<file path="src/rtl/boton_debounce.sv">
// -----------------------------------------------------------------------------
// boton_debounce
//
// Input conditioning for the four board push-buttons. Each raw pin is brought
// into the CLK domain through a two-flop synchroniser and then debounced: a new
// level is only accepted once it has been seen for DEBOUNCE_CYCLES consecutive
// cycles. The clean level is presented in the same polarity as the raw pin so
// the block can sit transparently in front of the LED stage. One-cycle
// press/release strobes are produced for downstream counters and FSMs.
//
// Parameters:
//   DEBOUNCE_CYCLES : consecutive stable cycles needed to accept a change
//                     (legal range 2 .. 2**20)
//   ACTIVE_LOW      : per-button polarity, bit i = 1 -> button i reads 0
//                     when pressed
//
// Ports:
//   CLK        in   system clock, rising edge
//   RSTN       in   asynchronous active-low reset (release synchronised
//                   externally to CLK)
//   BOTON_RAW  in   [3:0] raw asynchronous button pins
//   BOTON      out  [3:0] debounced level, raw-pin polarity
//   PRESS      out  [3:0] one-cycle strobe when button i becomes pressed
//   RELEASE    out  [3:0] one-cycle strobe when button i becomes released
// -----------------------------------------------------------------------------
module boton_debounce #(
  parameter int unsigned DEBOUNCE_CYCLES = 120000,
  parameter logic [3:0]  ACTIVE_LOW      = 4'b0111
) (
  input  logic       CLK,
  input  logic       RSTN,
  input  logic [3:0] BOTON_RAW,
  output logic [3:0] BOTON,
  output logic [3:0] PRESS,
  output logic [3:0] RELEASE
);

  // Counter only has to reach DEBOUNCE_CYCLES-1, so $clog2 is exactly wide
  // enough and the count can never wrap.
  localparam int unsigned     CNT_W    = (DEBOUNCE_CYCLES > 2) ? $clog2(DEBOUNCE_CYCLES) : 1;
  localparam logic [CNT_W-1:0] CNT_LAST = CNT_W'(DEBOUNCE_CYCLES - 1);

  // The channel state is not stored: it is implied by whether the
  // synchronised input disagrees with the accepted level.
  typedef enum logic {
    ST_STABLE  = 1'b0,
    ST_CONFIRM = 1'b1
  } ch_state_t;

  generate
    for (genvar gi = 0; gi < 4; gi++) begin : g_ch
      // Level the pin shows when the button is not pressed.
      localparam logic rel_lvl = ACTIVE_LOW[gi];

      logic             s1_reg;
      logic             s2_reg;
      logic             stb_reg;
      logic             stb_next;
      logic [CNT_W-1:0] cnt_reg;
      logic [CNT_W-1:0] cnt_next;
      logic             press_reg;
      logic             press_next;
      logic             release_reg;
      logic             release_next;
      ch_state_t        state;

      // State register. s1 is the only flop allowed to go metastable; nothing
      // but s2 ever looks at it.
      always_ff @(posedge CLK or negedge RSTN) begin
        if (!RSTN) begin
          s1_reg      <= rel_lvl;
          s2_reg      <= rel_lvl;
          stb_reg     <= rel_lvl;
          cnt_reg     <= '0;
          press_reg   <= 1'b0;
          release_reg <= 1'b0;
        end else begin
          s1_reg      <= BOTON_RAW[gi];
          s2_reg      <= s1_reg;
          stb_reg     <= stb_next;
          cnt_reg     <= cnt_next;
          press_reg   <= press_next;
          release_reg <= release_next;
        end
      end

      // Next-state logic. Any cycle in which s2 agrees with the accepted
      // level drops the count back to zero, so a bounce never leaves a
      // partial count behind for the next excursion.
      always_comb begin
        stb_next     = stb_reg;
        cnt_next     = '0;
        press_next   = 1'b0;
        release_next = 1'b0;
        state        = (s2_reg == stb_reg) ? ST_STABLE : ST_CONFIRM;

        case (state)
          ST_STABLE: begin
            cnt_next = '0;
          end
          ST_CONFIRM: begin
            if (cnt_reg == CNT_LAST) begin
              // Accept: the new level becomes the stable level and exactly
              // one of the two strobes fires, depending on direction.
              stb_next     = s2_reg;
              cnt_next     = '0;
              press_next   = (s2_reg != rel_lvl);
              release_next = (s2_reg == rel_lvl);
            end else begin
              cnt_next = cnt_reg + CNT_W'(1);
            end
          end
          default: begin
            cnt_next = '0;
          end
        endcase
      end

      assign BOTON[gi]   = stb_reg;
      assign PRESS[gi]   = press_reg;
      assign RELEASE[gi] = release_reg;
    end
  endgenerate

endmodule

</file>
<file path="config.mk">
export PLATFORM = sky130hd
export DESIGN_NAME = boton_debounce
export DESIGN_NICKNAME = d
export VERILOG_FILES = /design/src/rtl/boton_debounce.sv
export SDC_FILE = /design/constraint.sdc
export NUM_CORES = 1
export LEC_CHECK = 0
export CORE_MARGIN = 2
export CORE_UTILIZATION = 60
export CTS_CLUSTER_DIAMETER = 60
export DETAILED_ROUTE_END_ITERATION = 12
export PLACE_DENSITY = 0.84
export SLEW_MARGIN = 20
export SYNTH_ARGS = -nofsm -noshare
export SYNTH_HDL_FRONTEND = slang
export SYNTH_SLANG_ARGS = --single-unit
</file>
<file path="constraint.sdc">
create_clock -name CLK -period 2.5 [get_ports CLK]
set_clock_uncertainty 0.1 [all_clocks]
set_input_delay 0.25 -clock CLK [delete_from_list [all_inputs] [get_ports CLK]]
set_output_delay 0.25 -clock CLK [all_outputs]
set_load 0.02 [all_outputs]
</file>
==> run metrics, run 1 <==
Synth Instances 402; RSZ-0062 raised after global routing no; Max H-tree Level 3; Hold Crit Start BOTON_RAW[1]; FP Rows 30; initial antenna violation count 0; # hold bufs at CTS 1; end of the worst register-to-register path g_ch[2].stb_reg; drt pass-1 iters 4; Arr. time, crit path between 2 and 2.5 ns; Overall Power between 2 and 3 mW; Hold EP g_ch[1].s1_reg; r2r worst-path depth 4; Maximum Capacitance Violations 0; RD Place Congestion ~0.92; startpoint types flip-flop; top cell type's share of synthesized area 0.472; Warnings, synthesis 0; die width between 80 and 90 um; detailed-route wire length 7.31 mm; largest net degree at the start of global routing between 40 and 50; RR Startpoint g_ch[2].cnt_reg[0]; Worst-path clk slew 0.08 ns; r2r setup slk ~0.41 ns; TritonCTS buffer count 9; sequential share of the synthesized area 0.529; WL/cell 14.8 um; post-route antenna net violation count 0; global-route wire length before repair 12.6 mm; clk_lat worst skew 0.36 ns; commonest register cell after synthesis dfrtp_1; Yosys top cell by area dfrtp_1; kind of critical path reg2reg; Final period util 0.835; Rel. slew slack 0.643; Avg Cell Area, Syn 10.4 um^2; sum of negative setup slack 0 ns; Clock Sinks 88; LEAKAGE between 1.5 and 2 nW; critical path peak fanout 7; Distinct cells, synth 38; total core area between 6000 and 7000 um^2; final instance area roughly 4500 um^2; IO buf count 17; Post-synth EDFFs 0; die height a little under 90 um; initial core utilization 0.619; Post-synth top cells dfrtp_1 (79), nor2_1 (69), xnor2_1 (41); Slew @ Worst Pin 0.534 ns; most common cell in the synthesized netlist dfrtp_1; placement-stage cell area 4340 um^2; fin. max-slew vios 0; Crit path max-delay family simple AND/OR/NAND/NOR gates; fraction of final layout cells sized beyond drive strength 1 0.0867; CTS root buf clkbuf_8; area of the multi-input gates roughly 1800 um^2; vias post-DR 2,912; TritonCTS clock tree built; global route total overflow 0; fill count 522; drt initial violations 153; io pins 18; FF+latch area 2210 um^2; Synth Net Count 412; synthesized flop and latch total 88; global-route usage over all layers 0.212; Area growth, synth to finish 8.67%; FMAX 479 MHz; Bufs and invs on worst path 0; PwrDens about 560 nW/um^2; Max rail drop VDD 322 uV; Post-CTS Setup Inserts 0; Hold Crit Depth 1; Slowest-stage cell, CP or4_4; required time worst endpoint around 2.7 ns; status completed; CP cell instances ha_1 > nand4_1 > or4_4 > mux2_4; Synth area leaders dfrtp_1 (47%), xnor2_1 (8.6%), nor2_1 (6.2%); drt drc 0; number of global-route vias before repair 2,834; vias per cell 5.88; Antenna diodes 0; clock buffer depth 2; Die Area roughly 7700 um^2; # setup viols final 0; CP peak stage delay roughly 0.66 ns; Post-Syn Area between 4000 and 5000 um^2; # nets final 420; Hold Crit Class in2reg; crit path capture type flip-flop; max FFs per register roughly 70; Resize count post-CTS 0; Post-synth ARST share 1.00; Min Clock Period, post-route roughly 2.1 ns; DPL Wire Length 5.06 mm; final hold violation count 0
layer usage:
metal	wire (um)	vias up	share of wire	GRT usage
met5	0	-	0	0
met4	176	0	0.024	0.0909
met3	282	20	0.039	0.0559
li1	-	1418	-	-
met2	3550	68	0.48	0.346
met1	3310	1406	0.45	0.267
area by class of cell:
cell class / instances / area share
clock buffers: 12 / 0.0319
clock inverters: 4 / 0.0121
inverters: 7 / 0.00578
multi-input cells: 284 / 0.396
flip-flops and latches: 88 / 0.487
well taps: 80 / 0.0220
repair buffers: 20 / 0.0451
through the flow:
| stage | setup WS [ns] | instances | hold slack, ns | util |
|---|---|---|---|---|
| after floorplan | 0.580 | 402 | -0.146 | - |
| after global placement | 0.510 | 478 | 0.151 | 0.642 |
| after global routing | 0.331 | 495 | 0.181 | 0.673 |
| after CTS | 0.442 | 495 | 0.180 | 0.673 |
| after detailed placement | 0.449 | 478 | 0.160 | 0.642 |
| final | 0.412 | 495 | 0.198 | 0.673 |
report_power, final:
group	internal [mW]	switching, mW	total, mW
Clock	0.495	0.490	0.985
Combinational	0.0314	0.0602	0.0916
Sequential	1.45	0.0257	1.47
Total	1.98	0.576	2.55
cell usage in the layout (no fill, tap or decap), types with 3 or more instances in the layout:
cell type and n:
dfrtp_1 79, nor2_1 69, xnor2_1 41, nand3_1 26, nand4_1 24, xor2_1 21, nand2_1 19, nor4_1 17
clkdlybuf4s50_1 16, nor3_1 12, clkbuf_8 10, nor3b_1 9, dfstp_2 9, inv_1 7, and4_1 6, and3_1 5
nor4bb_1 5, nor4b_1 4, ha_1 4, or3_1 3, mux2_2 3
worst max-delay path by stage:
stage	startpoint	endpoint	cells after the start
final	g_ch[2].cnt_reg[0]	g_ch[2].stb_reg	4
after global routing	g_ch[2].cnt_reg[0]	g_ch[2].cnt_reg[12]	5
after CTS	g_ch[2].cnt_reg[0]	g_ch[2].stb_reg	4
after detailed placement	g_ch[2].cnt_reg[0]	g_ch[2].stb_reg	4
after global placement	g_ch[2].cnt_reg[0]	g_ch[2].stb_reg	4
after floorplan	g_ch[2].cnt_reg[0]	g_ch[2].cnt_reg[15]	6
cells by family (layout without fill, tap and decap cells):
group,after synthesis,count (layout),synth area share
AO/OA/AOI/OAI,5,5,0.00867
XOR/XNOR,62,62,0.130
adder cells (fa/ha/maj),4,4,0.0120
buffers and inverters,30,43,0.0404
flip-flops,88,88,0.529
multiplexers,4,4,0.0117
AND/OR/NAND/NOR,209,209,0.269
Note: power is estimated with default switching activity, not from simulation.
==> inputs of run 2 (changes only) <==
==> constraint.sdc (replaced) <==
create_clock -name CLK -period 1.95 [get_ports CLK]
set_clock_uncertainty 0.1 [all_clocks]
set_input_delay 0.195 -clock CLK [delete_from_list [all_inputs] [get_ports CLK]]
set_output_delay 0.195 -clock CLK [all_outputs]
set_load 0.02 [all_outputs]
==> run 2 against run 1 <==
Compared with the run above:
- the run now ends with negative setup slack left
- fmax grew 5.5%
- core utilization grew 1.9 points
- critical path depth shrank 1
- combinational power grew 43%
- count of clock-buffer cells in the layout shrank 2
- clock power grew 31%
- via count grew 3.7%
- first-iteration DRC count shrank 41%
- setup slack lost 0.44 ns
- sequential power grew 29%
- global-route usage grew 1.2 points
- die area is the same
- critical endpoint unchanged
- largest cell class unchanged
- largest power group unchanged
==> run metrics, run 2 (synthesis gave the netlist of run 1 again) <==
initial core utilization 0.619; clock share of power 0.390; RD Place Congestion 0.915; Area growth, synth to finish 11.8%; RR Startpoint g_ch[2].cnt_reg[6]; Int Power approximately 2.5 mW; end of the worst register-to-register path g_ch[2].stb_reg; Die Area roughly 7700 um^2; CTS root buf clkbuf_8; final hold violation count 0; drt initial violations 90; r2r setup slk -0.03 ns; drt drc 0; DPL Wire Length 5.25 mm; WL/cell 15.3 um; number of global-route vias before repair 2,997; fin. max-slew vios 0; Final period util 1.01; Max H-tree Level 3; kind of critical path reg2reg; leading cell type in the layout, fill and taps excluded dfrtp_1; clk_lat worst skew 0.36 ns; Hold Crit Depth 1; global-route usage over all layers 0.224; r2r worst-path depth 3; fraction of final layout cells sized beyond drive strength 1 0.133; Hold Crit Start BOTON_RAW[0]; drt pass-1 iters 4; FMAX 505 MHz; Hold Crit Class in2reg; Antenna diodes 0; TritonCTS clock tree built; most frequent cells in the layout dfrtp_1 (79), nor2_1 (67), xnor2_1 (41); global route total overflow 0; global-route wire length before repair between 10 and 15 mm; critical path peak fanout 5; post-route antenna net violation count 0; detailed-route wire length roughly 8 mm; combinational fraction of design power 0.040; Worst-path clk slew 0.09 ns; vias per cell 5.93; required time worst endpoint 2.15 ns; # setup viols final 2; Min Clock Period, post-route 1.98 ns; LEAKAGE 1.87 nW; RSZ-0062 raised after global routing yes; Max rail drop VDD 468 uV; clock buffer depth 2; post-layout util 0.692; share of power burned in registers 0.570; vias post-DR 3,019; FP Rows 30; sw power 0.774 mW; Slew @ Worst Pin roughly 0.46 ns; # nets final 434; die width 87.5 um; initial antenna violation count 0; largest net degree at the start of global routing 37; Rel. slew slack 0.693; die height 87.5 um; io pins 18; non-filler cells, final 509; status finished with violations; TritonCTS buffer count 9; Inst Count DP slightly below 500; Hold EP g_ch[0].s1_reg; startpoint types flip-flop; final worst setup slack -0.0290 ns; Maximum Capacitance Violations 0; failing checks negative setup slack; Arr. time, crit path 2.18 ns; Clock Sinks 88; crit path capture type flip-flop; PwrDens a little over 700 nW/um^2; max FFs per register 68; IO buf count 17; total core area between 6000 and 7000 um^2; Sw Share 0.233
-- run 2: metal layers --
metal  share of wire  track usage
met1            0.44        0.295
met2            0.50        0.357
met3           0.046       0.0607
met4           0.015       0.0825
met5               0            0
-- run 2: stage by stage --
step | power [mW] | hold slack, ns | TNS, ns | instance area [um^2] | worst slack, ns
finish | 3.31 | 0.138 | -0.0364 | 4680 | -0.0290
global placement | 2.05 | 0.0739 | 0 | 4440 | 0.0625
floorplan | 1.98 | -0.201 | 0 | 4190 | 0.0302
detailed placement | 2.05 | 0.0808 | 0 | 4440 | 0.00608
global route | 3.45 | 0.124 | -0.224 | 4680 | -0.0545
CTS | 3.35 | 0.130 | 0 | 4660 | 0.0134
-- run 2: worst max-delay path by stage --
stage | cells past startpoint | to | slack [ns] | start
final | 3 | g_ch[2].stb_reg | -0.03 | g_ch[2].cnt_reg[6]
after global routing | 3 | g_ch[2].stb_reg | -0.05 | g_ch[2].cnt_reg[6]
after CTS | 4 | g_ch[2].cnt_reg[3] | 0.01 | g_ch[2].cnt_reg[9]
after detailed placement | 4 | g_ch[2].cnt_reg[3] | 0.006 | g_ch[2].cnt_reg[13]
after global placement | 3 | g_ch[2].stb_reg | 0.06 | g_ch[2].cnt_reg[13]
after floorplan | 6 | g_ch[2].cnt_reg[15] | 0.03 | g_ch[2].cnt_reg[0]
-- run 2: worst max-delay path, stage by stage (launching register included) --
cell and delay (ns):
dfrtp_1 0.39, or4b_4 0.54, or4_4 0.56, mux2_4 0.32
-- run 2: area by class of cell --
cell class / count / area, um^2
Sequential cell: 88 / 2210
Clock buffer: 10 / 138
Tap cell: 80 / 100
Clock inverter: 6 / 66.3
Fill cell: 493 / 2080
Timing Repair Buffer: 34 / 310
Inverter: 7 / 26.3
Multi-Input combinational cell: 284 / 1820
-- run 2: timing repair --
action	4_1_cts	5_1_grt
buffers inserted	0	0
hold buffers	1	0
resized for setup	0	6
pin swaps	1	2
endpoints found under the hold margin	28	0
endpoints found under the setup margin	3	21
-- run 2: power by group through the flow --
stage	clock, mW	combinational, mW	sequential (mW)
6_report	1.29	0.131	1.89
3_5_place_dp	0	0.131	1.92
5_1_grt	1.41	0.151	1.89
4_1_cts	1.32	0.133	1.89
2_1_floorplan	0	0.0619	1.91
3_3_place_gp	0	0.126	1.92
==> inputs of run 3 (changes only) <==
--- a/config.mk
+++ b/config.mk
@@ -5,11 +5,11 @@
 export SDC_FILE = /design/constraint.sdc
 export NUM_CORES = 1
 export LEC_CHECK = 0
+export ABC_AREA = 1
 export CORE_MARGIN = 2
-export CORE_UTILIZATION = 60
-export CTS_CLUSTER_DIAMETER = 60
+export CORE_UTILIZATION = 61
 export DETAILED_ROUTE_END_ITERATION = 12
-export PLACE_DENSITY = 0.84
+export PLACE_DENSITY = 0.85
 export SLEW_MARGIN = 20
 export SYNTH_ARGS = -nofsm -noshare
 export SYNTH_HDL_FRONTEND = slang
==> run 3 against run 2 <==
Compared with the run above:
- the run now ends clean
- fmax is 8.6% higher
- die area increased by 6.6%
- sequential cell count unchanged
- combinational power is 5% lower
- total power fell by 1.2%
- cell area up 6.7%
- via count up 15%
- critical path depth fell by 2
==> run metrics, run 3 <==
status completed; FP Rows 31; Post-Synth XOR/XNOR Area 0.0751; Die Area between 8000 and 9000 um^2; DPL Wire Length 6.08 mm; global-route usage over all layers 0.226; Arr. time, crit path 1.53 ns; Slowest-stage cell, CP clkdlybuf4s50_1; RD Place Congestion 0.898; Final period util 0.935; TritonCTS clock tree built; LEAKAGE 2.16 nW; Clock Sinks 88; critical path depth 1; crit path capture type output pin; Hold Crit Class in2reg; Worst-path clk slew 0.08 ns; top cell type's share of synthesized area 0.435; detailed-route wire length 8.38 mm; CP peak stage delay between 0.6 and 0.7 ns; Synth Net Count ~570; IO buf count 17; CP cell instances clkdlybuf4s50_1; post-route antenna net violation count 0; io pins 18; vias post-DR 3,468; end of the worst register-to-register path g_ch[1].cnt_reg[14]; Antenna diodes 0; global route total overflow 0; # nets final between 500 and 600; drt pass-1 iters 4; Maximum Capacitance Violations 0; Inst Count DP 668; Post-synth ARST share 1.00; sum of negative setup slack 0 ns; die width roughly 90 um; complex-gate fraction of the synthesized area 0.0151; Resize count post-CTS 0; required time worst endpoint 1.65 ns; met2 wire length 4.07 mm; WL/cell 12.2 um; routed wl met3 about 310 um; Synth Area in Adders 0.0110; Critical path destination BOTON[2]; Setup crit start g_ch[2].stb_reg; largest family of logic cells by synthesized area simple AND/OR/NAND/NOR gates; initial antenna violation count 0; most common cell in the synthesized netlist nor2_1; startpoint types flip-flop; mux contribution to synthesized area 0; Yosys top cell by area dfrtp_1; die height 90.4 um; sequential share of the synthesized area 0.487; leading cell type in the layout, fill and taps excluded nor2_1; vias per cell 5.06; fill count 577; number of global-route vias before repair between 3,000 and 4,000; RSZ-0062 raised after global routing no; initial core utilization 0.627; Bufs and invs on worst path 1; commonest register cell after synthesis dfrtp_1; Post-synth EDFFs 0; Post-Syn Area ~4500 um^2; Distinct cells, synth 29; Area growth, synth to finish 9.76%; r2r setup slk 0.28 ns; Max H-tree Level 3; Warnings, synthesis 0; final hold violation count 0; synthesized flop and latch total around 90; drt initial violations 175; RR Startpoint g_ch[1].cnt_reg[0]; Post-Synth Simple-Gate Area 0.336; fin. max-slew vios 0; max FFs per register 68; # setup viols final 0; critical path peak fanout 5; drt drc 0; fraction of final layout cells sized beyond drive strength 1 0.106; r2r worst-path depth 6; post-layout util 0.688; Avg Cell Area, Syn 8.11 um^2; Synth area leaders dfrtp_1 (43%), nor2_1 (11%), nand2_1 (9.7%); PwrDens approximately 660 nW/um^2; total core area between 7000 and 8000 um^2; global-route wire length before repair 15.1 mm; wire length on met1 3.85 mm; most frequent cells in the layout nor2_1 (138), nand2_1 (118), dfrtp_1 (79); clock buffer depth 2; Synth Instances 561; FMAX 549 MHz; clk_lat worst skew 0.36 ns; kind of critical path reg2out; Post-synth top cells nor2_1 (138), nand2_1 (118), dfrtp_1 (79); Min Clock Period, post-route approximately 1.8 ns; Rel. slew slack 0.674; Max rail drop VDD 257 uV; non-filler cells, final 685; CTS root buf clkbuf_8; Slew @ Worst Pin 0.489 ns; largest net degree at the start of global routing 38; Crit path max-delay family buffers and inverters; TritonCTS buffer count 9; Top Layer Used met4
## run 3: through the flow
step	cell area (um^2)	hold slack (ns)	power (mW)	setup WS (ns)
after CTS	4990	0.125	3.31	0.109
after global routing	4990	0.136	3.43	0.0959
after detailed placement	4790	0.0841	2.04	0.307
after global placement	4790	0.0847	2.04	0.334
after floorplan	4550	-0.201	1.97	0.567
final	4990	0.140	3.28	0.128
## run 3: worst min-delay path by stage
stage / from / endpoint / slack, ns / depth (start not counted)
2_1_floorplan: RSTN / g_ch[0].cnt_reg[0] / -0.20 / 0
3_3_place_gp: RSTN / g_ch[1].cnt_reg[9] / 0.08 / 1
3_5_place_dp: RSTN / g_ch[1].cnt_reg[13] / 0.08 / 1
4_1_cts: BOTON_RAW[2] / g_ch[2].s1_reg / 0.13 / 1
5_1_grt: BOTON_RAW[2] / g_ch[2].s1_reg / 0.14 / 1
6_report: BOTON_RAW[2] / g_ch[2].s1_reg / 0.14 / 1
## run 3: cells by family after synthesis
kind of cell | count (synthesis)
and+or+nand+nor | 338
xor gates and xnor gates | 39
DFF | 88
AOI/OAI and AO/OA | 12
adders and majority gates | 4
buffers and inverters | 80
## run 3: cell type report
cell class	count	area, um^2	area share
clock inverters	5	56.3	0.0113
flip-flops and latches	88	2210	0.443
inverters	67	251	0.0504
multi-input cells	393	1990	0.398
repair buffers	22	220	0.0441
clock buffers	11	141	0.0283
well taps	99	124	0.0248
## run 3: layer usage
layer / vias up / GRT usage
li1: 1743 / -
met1: 1630 / 0.294
met2: 81 / 0.382
met3: 14 / 0.0434
met4: 0 / 0.0808
met5: - / 0
## run 3: repair_timing
| item | CTS | global route |
|---|---|---|
| endpoints found under the hold margin | 30 | 0 |
| hold buffers | 1 | 0 |
| setup buffers | 0 | 0 |
## run 3: where the power goes
group | total, mW | switching (mW) | leakage, nW | internal (mW)
Sequential | 1.88 | 0.0251 | 1.18 | 1.86
Clock | 1.27 | 0.643 | 0.0993 | 0.626
Combinational | 0.125 | 0.0843 | 0.882 | 0.0402
